[src/rtl/prog_loader.sv]
// prog_loader: turns a BASE/LEN/words byte stream into 256x16 RAM writes, then releases the CPU at BASE.
// Latency: LO byte accepted at edge k -> write strobe during k..k+1; sustained 1 word per 3 cycles.
// Backpressure: o_in_ready low in INIT/WRITE/RUN/ERR; optional checksum byte enabled by PROG_LOADER_CSUM_EN.
`timescale 1ns/1ps

module prog_loader (
    input  logic        i_clk,
    input  logic        i_rst_n,
    input  logic [7:0]  i_in_data,
    input  logic        i_in_valid,
    output logic        o_in_ready,
    input  logic        i_reload,
    output logic        o_ram_w_en,
    output logic [7:0]  o_ram_w_addr,
    output logic [15:0] o_ram_w_data,
    output logic        o_cpu_rst_n,
    output logic [7:0]  o_start_pc,
    output logic        o_done,
    output logic        o_err
);

    typedef enum logic [3:0] {
        S_INIT  = 4'd0,
        S_ADDR  = 4'd1,
        S_LEN   = 4'd2,
        S_HI    = 4'd3,
        S_LO    = 4'd4,
        S_WRITE = 4'd5,
        S_CSUM  = 4'd6,
        S_RUN   = 4'd7,
        S_ERR   = 4'd8
    } state_t;

    // Where the stream goes once the last word (or an empty LEN) is consumed.
`ifdef PROG_LOADER_CSUM_EN
    localparam state_t S_TAIL = S_CSUM;
`else
    localparam state_t S_TAIL = S_RUN;
`endif

    state_t      r_state;
    state_t      w_state_nxt;
    logic [7:0]  r_base;
    logic [7:0]  r_len;
    logic [7:0]  r_idx;
    logic [7:0]  r_hi;
    logic        r_in_ready;
    logic        r_ram_w_en;
    logic [7:0]  r_ram_w_addr;
    logic [15:0] r_ram_w_data;
    logic        r_cpu_rst_n;
    logic [7:0]  r_start_pc;
    logic        r_done;
    logic        w_accept;
    logic [7:0]  w_idx_inc;
    logic        w_more;

    assign w_accept  = i_in_valid & r_in_ready;
    assign w_idx_inc = r_idx + 8'd1;
    assign w_more    = (w_idx_inc != r_len);

`ifdef PROG_LOADER_CSUM_EN
    logic [7:0] r_sum;
    logic [7:0] w_sum_nxt;
    logic       r_err;
    assign w_sum_nxt = r_sum + i_in_data;
`endif

    // States in which a stream byte may be taken.
    function automatic logic f_ready(input state_t s);
        case (s)
            S_ADDR, S_LEN, S_HI, S_LO: f_ready = 1'b1;
`ifdef PROG_LOADER_CSUM_EN
            S_CSUM:                    f_ready = 1'b1;
`endif
            default:                   f_ready = 1'b0;
        endcase
    endfunction

    // Next-state selection; byte-driven states stall while no byte is accepted.
    always_comb begin
        w_state_nxt = r_state;
        case (r_state)
            S_INIT:  w_state_nxt = S_ADDR;
            S_ADDR:  if (w_accept) w_state_nxt = S_LEN;
            S_LEN:   if (w_accept) w_state_nxt = (i_in_data != 8'd0) ? S_HI : S_TAIL;
            S_HI:    if (w_accept) w_state_nxt = S_LO;
            S_LO:    if (w_accept) w_state_nxt = S_WRITE;
            S_WRITE: w_state_nxt = w_more ? S_HI : S_TAIL;
`ifdef PROG_LOADER_CSUM_EN
            S_CSUM:  if (w_accept) w_state_nxt = (w_sum_nxt == 8'd0) ? S_RUN : S_ERR;
`endif
            S_RUN, S_ERR: if (i_reload) w_state_nxt = S_ADDR;
            default: w_state_nxt = S_INIT;
        endcase
    end

    // State register plus outputs registered from the next state so they line up with it.
    always_ff @(posedge i_clk or negedge i_rst_n) begin
        if (!i_rst_n) begin
            r_state      <= S_INIT;
            r_in_ready   <= 1'b0;
            r_ram_w_en   <= 1'b0;
            r_ram_w_addr <= 8'h00;
            r_ram_w_data <= 16'h0000;
            r_cpu_rst_n  <= 1'b0;
            r_start_pc   <= 8'h00;
            r_done       <= 1'b0;
        end else begin
            r_state     <= w_state_nxt;
            r_in_ready  <= f_ready(w_state_nxt);
            r_cpu_rst_n <= (w_state_nxt == S_RUN);
            r_done      <= (w_state_nxt == S_RUN);
            r_ram_w_en  <= (r_state == S_LO) && w_accept;
            if ((r_state == S_LO) && w_accept) begin
                r_ram_w_addr <= r_base + r_idx;
                r_ram_w_data <= {r_hi, i_in_data};
            end
            if (w_state_nxt == S_RUN) begin
                r_start_pc <= r_base;
            end
        end
    end

    // Header fields, word index and the pending high byte.
    always_ff @(posedge i_clk or negedge i_rst_n) begin
        if (!i_rst_n) begin
            r_base <= 8'h00;
            r_len  <= 8'h00;
            r_idx  <= 8'h00;
            r_hi   <= 8'h00;
        end else begin
            if ((r_state == S_ADDR) && w_accept) begin
                r_base <= i_in_data;
            end
            if ((r_state == S_LEN) && w_accept) begin
                r_len <= i_in_data;
                r_idx <= 8'h00;
            end
            if ((r_state == S_HI) && w_accept) begin
                r_hi <= i_in_data;
            end
            if (r_state == S_WRITE) begin
                r_idx <= w_idx_inc;
            end
        end
    end

`ifdef PROG_LOADER_CSUM_EN
    // Running byte sum over the whole stream; restarts whenever a new stream begins.
    always_ff @(posedge i_clk or negedge i_rst_n) begin
        if (!i_rst_n) begin
            r_sum <= 8'h00;
            r_err <= 1'b0;
        end else begin
            r_err <= (w_state_nxt == S_ERR);
            if ((w_state_nxt == S_ADDR) && (r_state != S_ADDR)) begin
                r_sum <= 8'h00;
            end else if (w_accept) begin
                r_sum <= w_sum_nxt;
            end
        end
    end
    assign o_err = r_err;
`else
    assign o_err = 1'b0;
`endif

    assign o_in_ready   = r_in_ready;
    assign o_ram_w_en   = r_ram_w_en;
    assign o_ram_w_addr = r_ram_w_addr;
    assign o_ram_w_data = r_ram_w_data;
    assign o_cpu_rst_n  = r_cpu_rst_n;
    assign o_start_pc   = r_start_pc;
    assign o_done       = r_done;

endmodule
[config.mk]
export PLATFORM = sky130hd
export DESIGN_NAME = prog_loader
export DESIGN_NICKNAME = d
export VERILOG_FILES = /design/src/rtl/prog_loader.sv
export SDC_FILE = /design/constraint.sdc
export NUM_CORES = 1
export LEC_CHECK = 0
export ABC_AREA = 1
export CORE_AREA = 2 2 63 109
export CTS_CLUSTER_SIZE = 8
export DETAILED_ROUTE_END_ITERATION = 10
export DIE_AREA = 0 0 65 111
export PLACE_DENSITY = 0.75
export REMOVE_ABC_BUFFERS = 1
export SLEW_MARGIN = 20
export SYNTH_ARGS = -nofsm -noshare
export SYNTH_HDL_FRONTEND = slang
export SYNTH_SLANG_ARGS = --single-unit
[constraint.sdc]
create_clock -name i_clk -period 2 [get_ports i_clk]
set_input_delay 0.5 -clock i_clk [delete_from_list [all_inputs] [get_ports i_clk]]
set_output_delay 0.5 -clock i_clk [all_outputs]
set_load 0.005 [all_outputs]
Yosys cells after proc, flatten, opt, wreduce, memory -nomap -nowiden:

Index checks and enable logic that the tools add are counted.
Widths: inputs -> output; s select.

* register bits after elaboration: 71
* input port bits: 12
* output and inout port bits: 37
* logic and storage cells: 47

* add/sub/neg operators: 2
* equal/unequal tests: 13
* mux-type cells: 11
* bitwise operators: 1
* reduce and logical (&&, ||, !) cells: 9

Operators by type and width (number)
* $pmux 4 s7: 1
* $eq 4x3->1 const B: 5
* $mux 4: 5
* $eq 4x2->1 const B: 4
* $mux 8: 2
* $add 8x1->8 const B: 1
* $add 8x8->8: 1
* $eq 4x1->1 const B: 2
* $ne 8x8->1: 1
* $reduce_bool 8->1: 1
* $mux 3: 2
* $eq 4x4->1 const B: 1
* $logic_and 1x1->1: 4
* $logic_not 4->1: 1
* $reduce_or 4->1: 1
* $reduce_bool 2->1: 1
* $reduce_or 2->1: 1
* $and 1x1->1: 1
* $mux 1: 1

Longest topological paths before layout:

* depth in word-level cells: 7
* mapped depth: 15
* depth with buffers taken out: 14

Worst setup path before layout:

No wires, ideal clock.

* path kind: register to register
* start: register r_idx[0]
* end: register r_ram_w_addr[6], in the netlist o_ram_w_addr[6]
* library setup time: 83 ps
* arrival time: 1660 ps
* data required time: 1917 ps
* slack: 258 ps
* cell stages (with the launch flop): 10
* buffers on the path: 0
* period minus slack after synthesis: 1742 ps
* cells stage by stage: dfrtp_1 > ha_1 > inv_1 > fa_1 > o21ai_0 > nand2_1 > nand2_1 > a21oi_1 > xor2_1 > o21ai_0

* longest elaborated chain between the ends: 1

RTL lines
* from (decl): line 45 `logic [7:0] r_idx;`
* from (signal assigned): line 144 `r_idx <= w_idx_inc;`
* $add 8x8->8: line 116 `r_ram_w_addr <= r_base + r_idx;`
* to (signal assigned): line 116
* to (decl): line 49 `logic [7:0] r_ram_w_addr;`

Every way passes these cells.
A chain may end at the register's enable or synchronous reset.

Worst setup path after layout:

* start: input i_in_valid
* end: register r_start_pc[7], in the netlist o_start_pc[7]

* longest elaborated chain between the ends: 4
* elaborated cells between the ends (all ways): 7
* classes of those cells: eq/ne (1); mux (5); bitwise (1)

RTL lines
* from (decl): line 10 `input logic i_in_valid,`
* $and 1x1->1 *: line 58 `assign w_accept = i_in_valid & r_in_ready;`
* $mux 4, on equally long branches
* $pmux 4 s7 *: line 83 `case (r_state)`
* via w_state_nxt[1]: line 42 `state_t w_state_nxt;`
* $eq 4x3->1 *: line 119 `if (w_state_nxt == S_RUN) begin`
* to (signal assigned): line 120 `r_start_pc <= r_base;`
* to (decl): line 52 `logic [7:0] r_start_pc;`

The timed path passes the listed nets; every way through them passes the cells marked *.

==> impl_metrics.env <==
export IMPL_cap_violations=0
export IMPL_mostFrequentLayoutCell="nand2_1"
export IMPL_pre_cts_ws_ps=-222
export IMPL_timing_worst_setup_path_type="input pin to register"
export IMPL_fp_dieW_um=65
export IMPL_cts_resized=0
export IMPL_critical_path_startpoint_type="input pin"
export IMPL_p_leak_nw=2.17
export IMPL_crit_end_element="register"
export IMPL_vert_die_dim_um=111
export IMPL_grt_start_max_net_pins=57
export IMPL_core_area_mm2=0.00639
export IMPL_gp_congestion=0.886
export IMPL_drtIter0Drc=168
export IMPL_setup_viol=0
export IMPL_ir_worst_vdd_uv=858
export IMPL_grtUsageMet3_pct=4.47
export IMPL_fin_ws_ps=165
export IMPL_final_routed_drc_violation_total=0
export IMPL_finish_utilization_pct=68.1
export IMPL_clk_pin_slew_ps=50
export IMPL_syn_area_mm2=0.00333
export IMPL_most_used_dff_post_synth="dfrtp_1"
export IMPL_grt_pass1_wl_um=12400
export IMPL_wire_length_after_detailed_routing_um=7560
export IMPL_min_period_over_period_pct=91.7
export IMPL_synthesized_flop_and_latch_total=71
export IMPL_htree_levels=3
export IMPL_dpl_hpwl_um=5550
export IMPL_vias_per_cell=5.19
export IMPL_cts_tree="done"
export IMPL_syn_inst=400
export IMPL_globalRoute_totalOverflow=0
export IMPL_cts_buffers_inserted=9
export IMPL_timing_critical_path_fanout_max=9
export IMPL_floorplan_rows=39
export IMPL_synth_edff_count=0
export IMPL_yosys_warnings=0
export IMPL_timing_critical_path_arrival_ps=2050
export IMPL_port_buffers=47
export IMPL_final_setup_skew_ps=6.20
export IMPL_finish_net_count=485
export IMPL_cts_buffer_depth=2
export IMPL_hold_viol_final=0
export IMPL_setup_tns_final_ps=0
export IMPL_rsz_0062_raised_after_global_routing="no"
export IMPL_layout_area_overhead_vs_synth_pct=30.5
export IMPL_clkSinkCount=71
export IMPL_class_of_the_worst_hold_path="input pin to async pin"
export IMPL_multiInputGateArea_mm2=0.00139
export IMPL_clock_insertion_delay_at_the_later_pin_of_the_skew_report_ps=330
export IMPL_diodes=0
export IMPL_power_per_cell_area_mw_per_mm2=1590
export IMPL_worst_hold_slack_ps=87.5
export IMPL_drt_first_pass_iters=4
export IMPL_synth_async_reset_ratio_pct=100
export IMPL_drt_wirelength_per_cell_um=13.8
export IMPL_initial_core_util_pct=52.1
export IMPL_synth_seq_area_share_pct=53.3
export IMPL_first_global_vias=2699
export IMPL_grt_antenna_before_repair=0
export IMPL_finish_cell_count_without_fillers=550
export IMPL_routed_vias=2853
export IMPL_status="finished clean"
export IMPL_ff_latch_area_mm2=0.00178
export IMPL_use_met2_pct=37.9
export IMPL_post_cts_buffers=0
export IMPL_groute_layer_met1_usage_pct=26.6
export IMPL_synth_avg_cell_area_um2=8.33
export IMPL_globalRoute_busiestLayer="met2"
export IMPL_required_ps=2220
export IMPL_cts_root_buf="clkbuf_16"
export IMPL_final_number_of_max_transition_violations=0
export IMPL_fmax_ghz=0.545
export IMPL_cts_hold_repair_buffers=0
export IMPL_min_period_ps=1830
export IMPL_final_antenna_net_count=0
export IMPL_layout_filler_cells=520
export IMPL_synth_cell_types=32
export IMPL_fp_dieArea_mm2=0.00722
export IMPL_place_inst=535
export IMPL_layout_drive_gt1_share_pct=10.7
export IMPL_layout_cells_most_common_list="nand2_1, dfrtp_1, clkdlybuf4s50_1"
export IMPL_num_io_pins=49
export IMPL_grt_total_usage_pct=22.8
==> per-layer routing <==
layer | wire length (µm) | up-vias
met2 | 3990 | 86
li1 | - | 1411
met5 | 0 | -
met1 | 2890 | 1332
met4 | 340 | 0
met3 | 350 | 24
==> power by group <==
group          total, W  switching, W  internal (W)
clock           0.00158      0.000561       0.00102
sequential      0.00257      0.000499       0.00207
combinational   0.00276       0.00140       0.00136
==> flip-flops by register name, indices dropped and copies added (netlist names) <==
| signal | count |
|---|---|
| o_ram_w_en | 1 |
| o_ram_w_data | 16 |
| r_hi | 8 |
| o_in_ready | 1 |
| r_state | 4 |
| r_len | 8 |
| o_ram_w_addr | 8 |
| o_done | 1 |
| r_base | 8 |
| r_idx | 8 |
| o_start_pc | 8 |
==> synth_stat cells (all sizes together), types with 2 or more instances <==
master,n,area (µm²)
nand4,6,37.5
nand2,145,557
xnor2,2,17.5
o22ai,5,31.3
xor2,2,17.5
nand3,22,110
o21ai,46,230
ha,8,100
nor2,17,81.3
buf,5,36.3
inv,43,161
nor3,4,31.3
clkbuf,6,22.5
dfrtp,71,1780
nand3b,4,30.0
a21oi,7,35.0
==> critical path, cell delays in order <==
cell and delay [ps]:
clkdlybuf4s50_1 450, nand2_1 80, inv_1 140, nand2_1 70, nor2_1 120, nor3_1 60, nand2_1 80, inv_1 80
nor2_4 210, nand2_4 120, nand2_1 80, nand2_1 60
==> cell type report <==
type / instances / area share [%]
Sequential cell: 71 / 40.8
Multi-Input combinational cell: 275 / 32.0
Timing Repair Buffer: 64 / 14.3
Clock buffer: 11 / 5.81
Inverter: 43 / 3.71
Tap cell: 82 / 2.36
Clock inverter: 4 / 1.04
==> final timing paths <==
check | slack, ps | cells past startpoint | to | from
max | 170 | 12 | o_start_pc[7] | i_in_valid
min | 90 | 1 | o_ram_w_addr[7] | i_rst_n
max reg2reg | 170 | 12 | o_start_pc[7] | r_idx[0]
min reg2reg | 470 | 2 | o_ram_w_data[15] | r_hi[7]
max in group asynchronous | 1310 | 2 | r_hi[1] | i_rst_n
min in group i_clk | 470 | 2 | o_ram_w_data[15] | r_hi[7]
==> per-stage QoR <==
| step | power [W] | instance area [µm²] |
|---|---|---|
| after floorplan | 0.00396 | 3270 |
| final | 0.00691 | 4350 |
| after global placement | 0.00513 | 4000 |
| after global routing | 0.00741 | 4350 |
| after CTS | 0.00685 | 4290 |
| after detailed placement | 0.00523 | 4000 |
==> logic make-up after synthesis <==
family          synth area share, %
buf+inv                        6.61
fa+ha+maj                      3.60
other cells                   0.113
simple gates                   25.8
xor+xnor                       1.05
flops                          53.3
compound gates                 9.53
Power figures use the tool's default switching activity.
